$ cat src/rtl/fetch_issue_queue.sv
// Fetch/issue pair queue feeding the even/odd pipes: fetches aligned pairs, holds the head under RAW stall, flushes on taken branch.
// Optional perf counters enabled by defining FETCH_ISSUE_PERF_EN.
module fetch_issue_queue #(
  parameter int unsigned DEPTH     = 4,
  parameter logic [31:0] NOP_INSTR = 32'h4020_0000
) (
  input  logic                     clk,
  input  logic                     reset,
  output logic [7:0]               imem_addr,
  output logic                     imem_rd,
  input  logic [0:63]              imem_data,
  input  logic                     stall_odd_raw,
  input  logic                     stall_even_raw,
  input  logic                     branch_taken,
  input  logic [7:0]               pc_wb,
  output logic [0:31]              instr0,
  output logic [0:31]              instr1,
  output logic                     instr0_valid,
  output logic                     instr1_valid,
  output logic [7:0]               pc_out,
  output logic                     issue_valid,
  output logic                     issue_fire,
  output logic [$clog2(DEPTH):0]   q_count
`ifdef FETCH_ISSUE_PERF_EN
  ,
  output logic [15:0]              perf_stall_cycles,
  output logic [15:0]              perf_flush_count
`endif
);

  localparam int unsigned PW = $clog2(DEPTH);
  localparam int unsigned CW = PW + 1;

  logic [7:0]       pc_q [DEPTH];
  logic [0:31]      i0_q [DEPTH];
  logic [0:31]      i1_q [DEPTH];
  logic [DEPTH-1:0] v0_q;
  logic [DEPTH-1:0] v1_q;

  logic [7:0]    fetch_pc;
  logic [PW-1:0] wr_ptr;
  logic [PW-1:0] rd_ptr;
  logic [CW-1:0] count;

  logic stall;
  logic full;
  logic push;
  logic pop;

  always_comb begin
    stall       = stall_odd_raw | stall_even_raw;
    full        = (count == CW'(DEPTH));
    imem_rd     = ~full & ~branch_taken & ~reset;
    imem_addr   = {fetch_pc[7:1], 1'b0};
    issue_valid = (count != '0);
    issue_fire  = issue_valid & ~stall & ~branch_taken;
    push        = imem_rd;
    pop         = issue_fire;
    q_count     = count;
  end

  // Head presentation: an empty queue or an invalid slot reads as NOP.
  always_comb begin
    instr0       = NOP_INSTR;
    instr1       = NOP_INSTR;
    instr0_valid = 1'b0;
    instr1_valid = 1'b0;
    pc_out       = '0;
    if (issue_valid) begin
      pc_out       = pc_q[rd_ptr];
      instr0_valid = v0_q[rd_ptr];
      instr1_valid = v1_q[rd_ptr];
      if (v0_q[rd_ptr]) instr0 = i0_q[rd_ptr];
      if (v1_q[rd_ptr]) instr1 = i1_q[rd_ptr];
    end
  end

  // Payload storage needs no reset; its valid bits below gate every use.
  always_ff @(posedge clk) begin
    if (push) begin
      pc_q[wr_ptr] <= imem_addr;
      i0_q[wr_ptr] <= imem_data[0:31];
      i1_q[wr_ptr] <= imem_data[32:63];
    end
  end

  always_ff @(posedge clk or posedge reset) begin
    if (reset) begin
      fetch_pc <= '0;
      wr_ptr   <= '0;
      rd_ptr   <= '0;
      count    <= '0;
      v0_q     <= '0;
      v1_q     <= '0;
    end else if (branch_taken) begin
      fetch_pc <= pc_wb;
      wr_ptr   <= '0;
      rd_ptr   <= '0;
      count    <= '0;
      v0_q     <= '0;
      v1_q     <= '0;
    end else begin
      if (push) begin
        v0_q[wr_ptr] <= ~fetch_pc[0];
        v1_q[wr_ptr] <= 1'b1;
        wr_ptr       <= wr_ptr + PW'(1);
        fetch_pc     <= imem_addr + 8'd2;
      end
      if (pop) rd_ptr <= rd_ptr + PW'(1);
      case ({push, pop})
        2'b10:   count <= count + CW'(1);
        2'b01:   count <= count - CW'(1);
        default: count <= count;
      endcase
    end
  end

`ifdef FETCH_ISSUE_PERF_EN
  always_ff @(posedge clk or posedge reset) begin
    if (reset) begin
      perf_stall_cycles <= '0;
      perf_flush_count  <= '0;
    end else begin
      if (issue_valid && stall && !branch_taken && perf_stall_cycles != '1)
        perf_stall_cycles <= perf_stall_cycles + 16'd1;
      if (branch_taken && perf_flush_count != '1)
        perf_flush_count <= perf_flush_count + 16'd1;
    end
  end
`endif

endmodule

$ cat config.mk
export PLATFORM = sky130hd
export DESIGN_NAME = fetch_issue_queue
export DESIGN_NICKNAME = d
export VERILOG_FILES = /design/src/rtl/fetch_issue_queue.sv
export SDC_FILE = /design/constraint.sdc
export NUM_CORES = 1
export LEC_CHECK = 0
export CAP_MARGIN = 20
export CORE_ASPECT_RATIO = 0.8
export CORE_MARGIN = 10
export CORE_UTILIZATION = 30
export DETAILED_ROUTE_END_ITERATION = 10
export HOLD_SLACK_MARGIN = 0.06
export MAX_ROUTING_LAYER = met4
export PLACE_DENSITY_LB_ADDON = 0.05
export SLEW_MARGIN = 25
export SYNTH_ARGS = -nofsm -noshare
export SYNTH_HDL_FRONTEND = slang
export SYNTH_SLANG_ARGS = --single-unit
$ cat constraint.sdc
create_clock -name clk -period 3.1 [get_ports clk]
set_input_delay 0.62 -clock clk [delete_from_list [all_inputs] [get_ports clk]]
set_output_delay 0.62 -clock clk [all_outputs]
set_load 0.005 [all_outputs]
==> results.md <==
- The category of the worst setup path capture point is an output pin.
- From synthesis to final layout, the design area changed by 31.4%.
- The end of the worst register-to-register path is q_count[2]$_DFFE_PP0P_.
- The wire length per cell after detailed routing is between 20 and 25 um.
- The routed wire length is roughly 30000 um.
- After synthesis, the share of flip-flops with an asynchronous set or reset is 0.0749.
- The count of final hold-check violations is 0.
- The count of final max-slew check failures was 0.
- In the final layout, the share of cells above drive strength 1 is 0.248.
- The worst min-delay path category is flip-flop to flip-flop.
- The tool flagged a number of max-cap violations equal to 0.
- Ranked by total cell area, the synthesized netlist is headed by sky130_fd_sc_hd__edfxtp_1 70%, sky130_fd_sc_hd__mux4_2 14%, sky130_fd_sc_hd__dfrtp_1 4.7%.
- The TritonCTS clock tree is built.
- For the worst-skew pair, the clock arrives at the later sink with an insertion delay of 0.50 ns.
- Measured along the x axis, the die boundary spans around 240 um.
- The time the final worst path needs with I/O delays and setup is roughly 3.1 ns.
- The wire-length estimate of the detail-placed layout is approximately 19000 um.
- The via count of the first global-routing pass came to about 7200.
- Once layout is complete, the cells apart from fillers number between 1000 and 1500.
- The reg-to-reg startpoint is q_count[0]$_DFFE_PP0P_.
- The floorplan has 65 rows.
- For this run, the total global-route usage over all layers was measured as 0.127.
- The multi-input combinational cells in the finished layout cover a total of approximately 0.0029 mm^2.
- The number of DRC markers after the initial detailed-route iteration is 279.
- The critical path startpoint is rd_ptr[0]$_DFFE_PP0P_.
- The number of hold-repair buffers added at the cts stage is 0.
- The initial antenna violation count was 4.
- The final-layout fill cell count is 3627.
- The total grt overflow is 0.
- The via total after detailed routing is about 6200.
- Yosys printed 0 warnings.
- The power share of the clock group is 0.380.
- CTS saw 307 sinks.
- The first global-routing pass estimated about 45000 um of wire.
- In this run the register-to-register setup slack is 0.49 ns.
- The worst supply voltage drop on vdd is between 0.0003 and 0.0004 V.
- The post-layout instance area is 0.0159 mm^2.
- The clock root buffer master is sky130_fd_sc_hd__clkbuf_16.
- The register share of total power is 0.469.
- At the end of routability-driven placement, the weighted congestion stood at around 0.72.
- After technology mapping, the gate count stands at 595.
- The number of top-level pins is about 170.
- The mean cell area of the mapped netlist is approximately 20 um^2.
- Of the total power, the share spent switching nets is 0.232.
- The fraction of the yosys area taken by sequential cells is 0.750.
- The die height is 200 um.
- The detailed-route vias per instance is ~4.6.
- The remaining number of nets flagged by the antenna check after routing is 0.
- The number of placed instances, taps included is about 1300.
- The count of flip-flops with a built-in enable after synthesis is around 280.
- The floorplan die area is between 0.04 and 0.05 mm^2.
- In this run the worst path has a maximum fanout of 14.
- The count of buffers added on input and output ports is around 160.
- The cell count of the worst reg-to-reg path is 8.
- The critical path data arrival time is around 2.5 ns.
- The biggest area contributor in the post-synthesis netlist is sky130_fd_sc_hd__edfxtp_1.
- Setup violations remaining at the end of the flow were counted as 0.
- The longest clock path from root to sink contains 3 buffers.
- The type of origin of the critical path is a flip-flop.
- The type of the setup path with the least slack is flip-flop to output pin.
- Synthesis instantiated 37 different standard cells from the library.
- The commonest register cell after synthesis is sky130_fd_sc_hd__edfxtp_1.
- Across the whole layout, storage elements account for between 0.009 and 0.01 mm^2.
- Setup repair after global routing could not meet its margin everywhere.
- The maximum frequency from static timing analysis is 0.326 GHz.
- The internal power of the cells totals 0.00786 W.
- The actual transition at the worst max-transition pin is approximately 0.70 ns.
- The residual DRC count is 0.
- The effective utilization at floorplan is 0.306.
- The area share of the largest cell type after synthesis is 0.703.
- In this run the static leakage power is about 5.5 nW.
- The maximum number of pins on one net before global-route repair is 44.
- The share of total power dissipated in combinational logic is 0.151.
- In this run the power density over the cells is approximately 640 mW/mm^2.
- The run finished with clean final reports.
- The post-route fraction of the period consumed by the critical path is 0.989.
- The critical path required time is 2.48 ns.
- The total CTS buffers is 35.
- For this design the total switching power over the nets is approximately 0.0024 W.
- Following the worst setup path forward leads to its endpoint at instr1[5].
- The detailed-routing iteration count for the pre-antenna-repair pass is 4.
- The core region is 0.0397 mm^2.
- In this run the tightest slew margin relative to its limit is 0.535.
- For the final database, setup skew stands at 0.00697 ns.
- The clock transition at the register clock pins on the worst setup and hold paths after CTS is ~0.06 ns.
- In this run the number of H-tree levels came out at 2.
- The post-detailed-placement cell area is around 0.015 mm^2.
- The number of nets in the layout is between 800 and 900.
- The mapped netlist covers between 0.01 and 0.015 mm^2.
- Synthesis inferred a little over 300 register bits.
[cell families after synthesis]
logic type               share of synthesized area
adder cells (fa/ha/maj)                    0.00681
XOR/XNOR                                   0.00877
flip-flops                                   0.750
other                                     0.000309
AO/OA/AOI/OAI                               0.0106
multiplexers                                 0.139
buffers and inverters                       0.0247
AND/OR/NAND/NOR                             0.0592
[area by class of cell]
cell class                 instances  area share
tap                              536      0.0420
antenna                            4    0.000628
multi-input combinational        239       0.179
timing repair buffer             204       0.138
clock inverter                    20      0.0108
clock buffer                      41      0.0570
inverter                           5     0.00118
sequential                       307       0.571
[per-layer routing]
metal | share of wire | GRT usage | wire [um] | up-vias
met3 | 0.045 | 0.0311 | 1350 | 39
met5 | 0 | - | 0 | -
met4 | 0.017 | 0.0324 | 505 | 0
met2 | 0.51 | 0.214 | 15300 | 128
met1 | 0.43 | 0.151 | 13000 | 3270
li1 | - | - | - | 2799
[repair_timing]
action                     in CTS  in global routing
setup buffers                   4                  5
setup endpoints to repair      74                 12
resized for setup              75                 66
gates cloned                    2                  0
[state kept, by name, summed over array words and instances (netlist names)]
register	flops
fetch_pc	8
i0_q	128
i1_q	128
pc_q	28
q_count	3
rd_ptr	2
v0_q	4
v1_q	4
wr_ptr	2
[how the worst min path moves through the flow]
stage	start	to	slack (ns)	cells after the start
6_report	v1_q[1]$_DFFE_PP0P_	v1_q[1]$_DFFE_PP0P_	0.51	2
4_1_cts	v1_q[3]$_DFFE_PP0P_	v1_q[3]$_DFFE_PP0P_	0.51	2
5_1_grt	v1_q[2]$_DFFE_PP0P_	v1_q[2]$_DFFE_PP0P_	0.53	2
2_1_floorplan	v1_q[2]$_DFFE_PP0P_	v1_q[2]$_DFFE_PP0P_	0.46	2
3_3_place_gp	v1_q[1]$_DFFE_PP0P_	v1_q[1]$_DFFE_PP0P_	0.49	2
3_5_place_dp	v1_q[3]$_DFFE_PP0P_	v1_q[3]$_DFFE_PP0P_	0.50	2
[layout by cell type, fill, tap and decap left out, types with 6 or more instances in the layout]
master | netlist | final
sky130_fd_sc_hd__a21oi_1 | 9 | 9
sky130_fd_sc_hd__and2_4 | 0 | 6
sky130_fd_sc_hd__and3_1 | 60 | 40
sky130_fd_sc_hd__and3_4 | 0 | 20
sky130_fd_sc_hd__buf_12 | 0 | 16
sky130_fd_sc_hd__buf_4 | 9 | 20
sky130_fd_sc_hd__clkbuf_16 | 0 | 35
sky130_fd_sc_hd__clkdlybuf4s15_1 | 0 | 29
sky130_fd_sc_hd__clkdlybuf4s50_1 | 0 | 95
sky130_fd_sc_hd__clkinv_1 | 0 | 9
sky130_fd_sc_hd__dfrtp_1 | 23 | 20
sky130_fd_sc_hd__dlygate4sd2_1 | 0 | 28
sky130_fd_sc_hd__dlymetal6s2s_1 | 0 | 7
sky130_fd_sc_hd__edfxtp_1 | 284 | 284
sky130_fd_sc_hd__mux4_2 | 73 | 73
sky130_fd_sc_hd__nand2_1 | 15 | 14
sky130_fd_sc_hd__nor2_1 | 14 | 14
sky130_fd_sc_hd__o21ai_0 | 8 | 8
sky130_fd_sc_hd__xnor2_1 | 7 | 7
[worst max-delay path, stage by stage (launching register included)]
cell,delay (ns)
sky130_fd_sc_hd__dfrtp_4,0.48
sky130_fd_sc_hd__buf_12,0.15
sky130_fd_sc_hd__buf_4,0.14
sky130_fd_sc_hd__buf_12,0.12
sky130_fd_sc_hd__buf_16,0.16
sky130_fd_sc_hd__mux4_2,0.41
sky130_fd_sc_hd__and3_1,0.19
sky130_fd_sc_hd__dlygate4sd2_1,0.27
[cells in the mapped netlist (7+ instances only)]
library cell,number
sky130_fd_sc_hd__o21ai_0,8
sky130_fd_sc_hd__dfrtp_1,23
sky130_fd_sc_hd__buf_4,9
sky130_fd_sc_hd__edfxtp_1,284
sky130_fd_sc_hd__buf_6,10
sky130_fd_sc_hd__a21oi_1,9
sky130_fd_sc_hd__clkbuf_1,18
sky130_fd_sc_hd__nor2_1,14
sky130_fd_sc_hd__and3_1,60
sky130_fd_sc_hd__nand2_1,15
sky130_fd_sc_hd__and2_1,11
sky130_fd_sc_hd__mux4_2,73
sky130_fd_sc_hd__xnor2_1,7
[per-stage QoR]
stage	setup TNS, ns	total power, W	util	hold WS (ns)	setup slack [ns]
6_report	0	0.0102	0.402	0.506	0.0338
3_5_place_dp	0	0.00639	0.367	0.496	0.320
3_3_place_gp	0	0.00637	0.367	0.485	0.305
4_1_cts	-0.741	0.0104	0.397	0.510	-0.100
2_1_floorplan	0	0.00562	-	0.457	0.547
5_1_grt	-0.362	0.0107	0.402	0.532	-0.0638
[power by group through the flow]
stage	Combinational [W]	Sequential (W)	Clock [W]
final	0.00154	0.00480	0.00389
after detailed placement	0.00149	0.00490	0
after CTS	0.00154	0.00481	0.00402
after global routing	0.00168	0.00482	0.00422
after global placement	0.00148	0.00489	0
after floorplan	0.000759	0.00487	0
No activity file was read; power rests on OpenSTA's default activity.
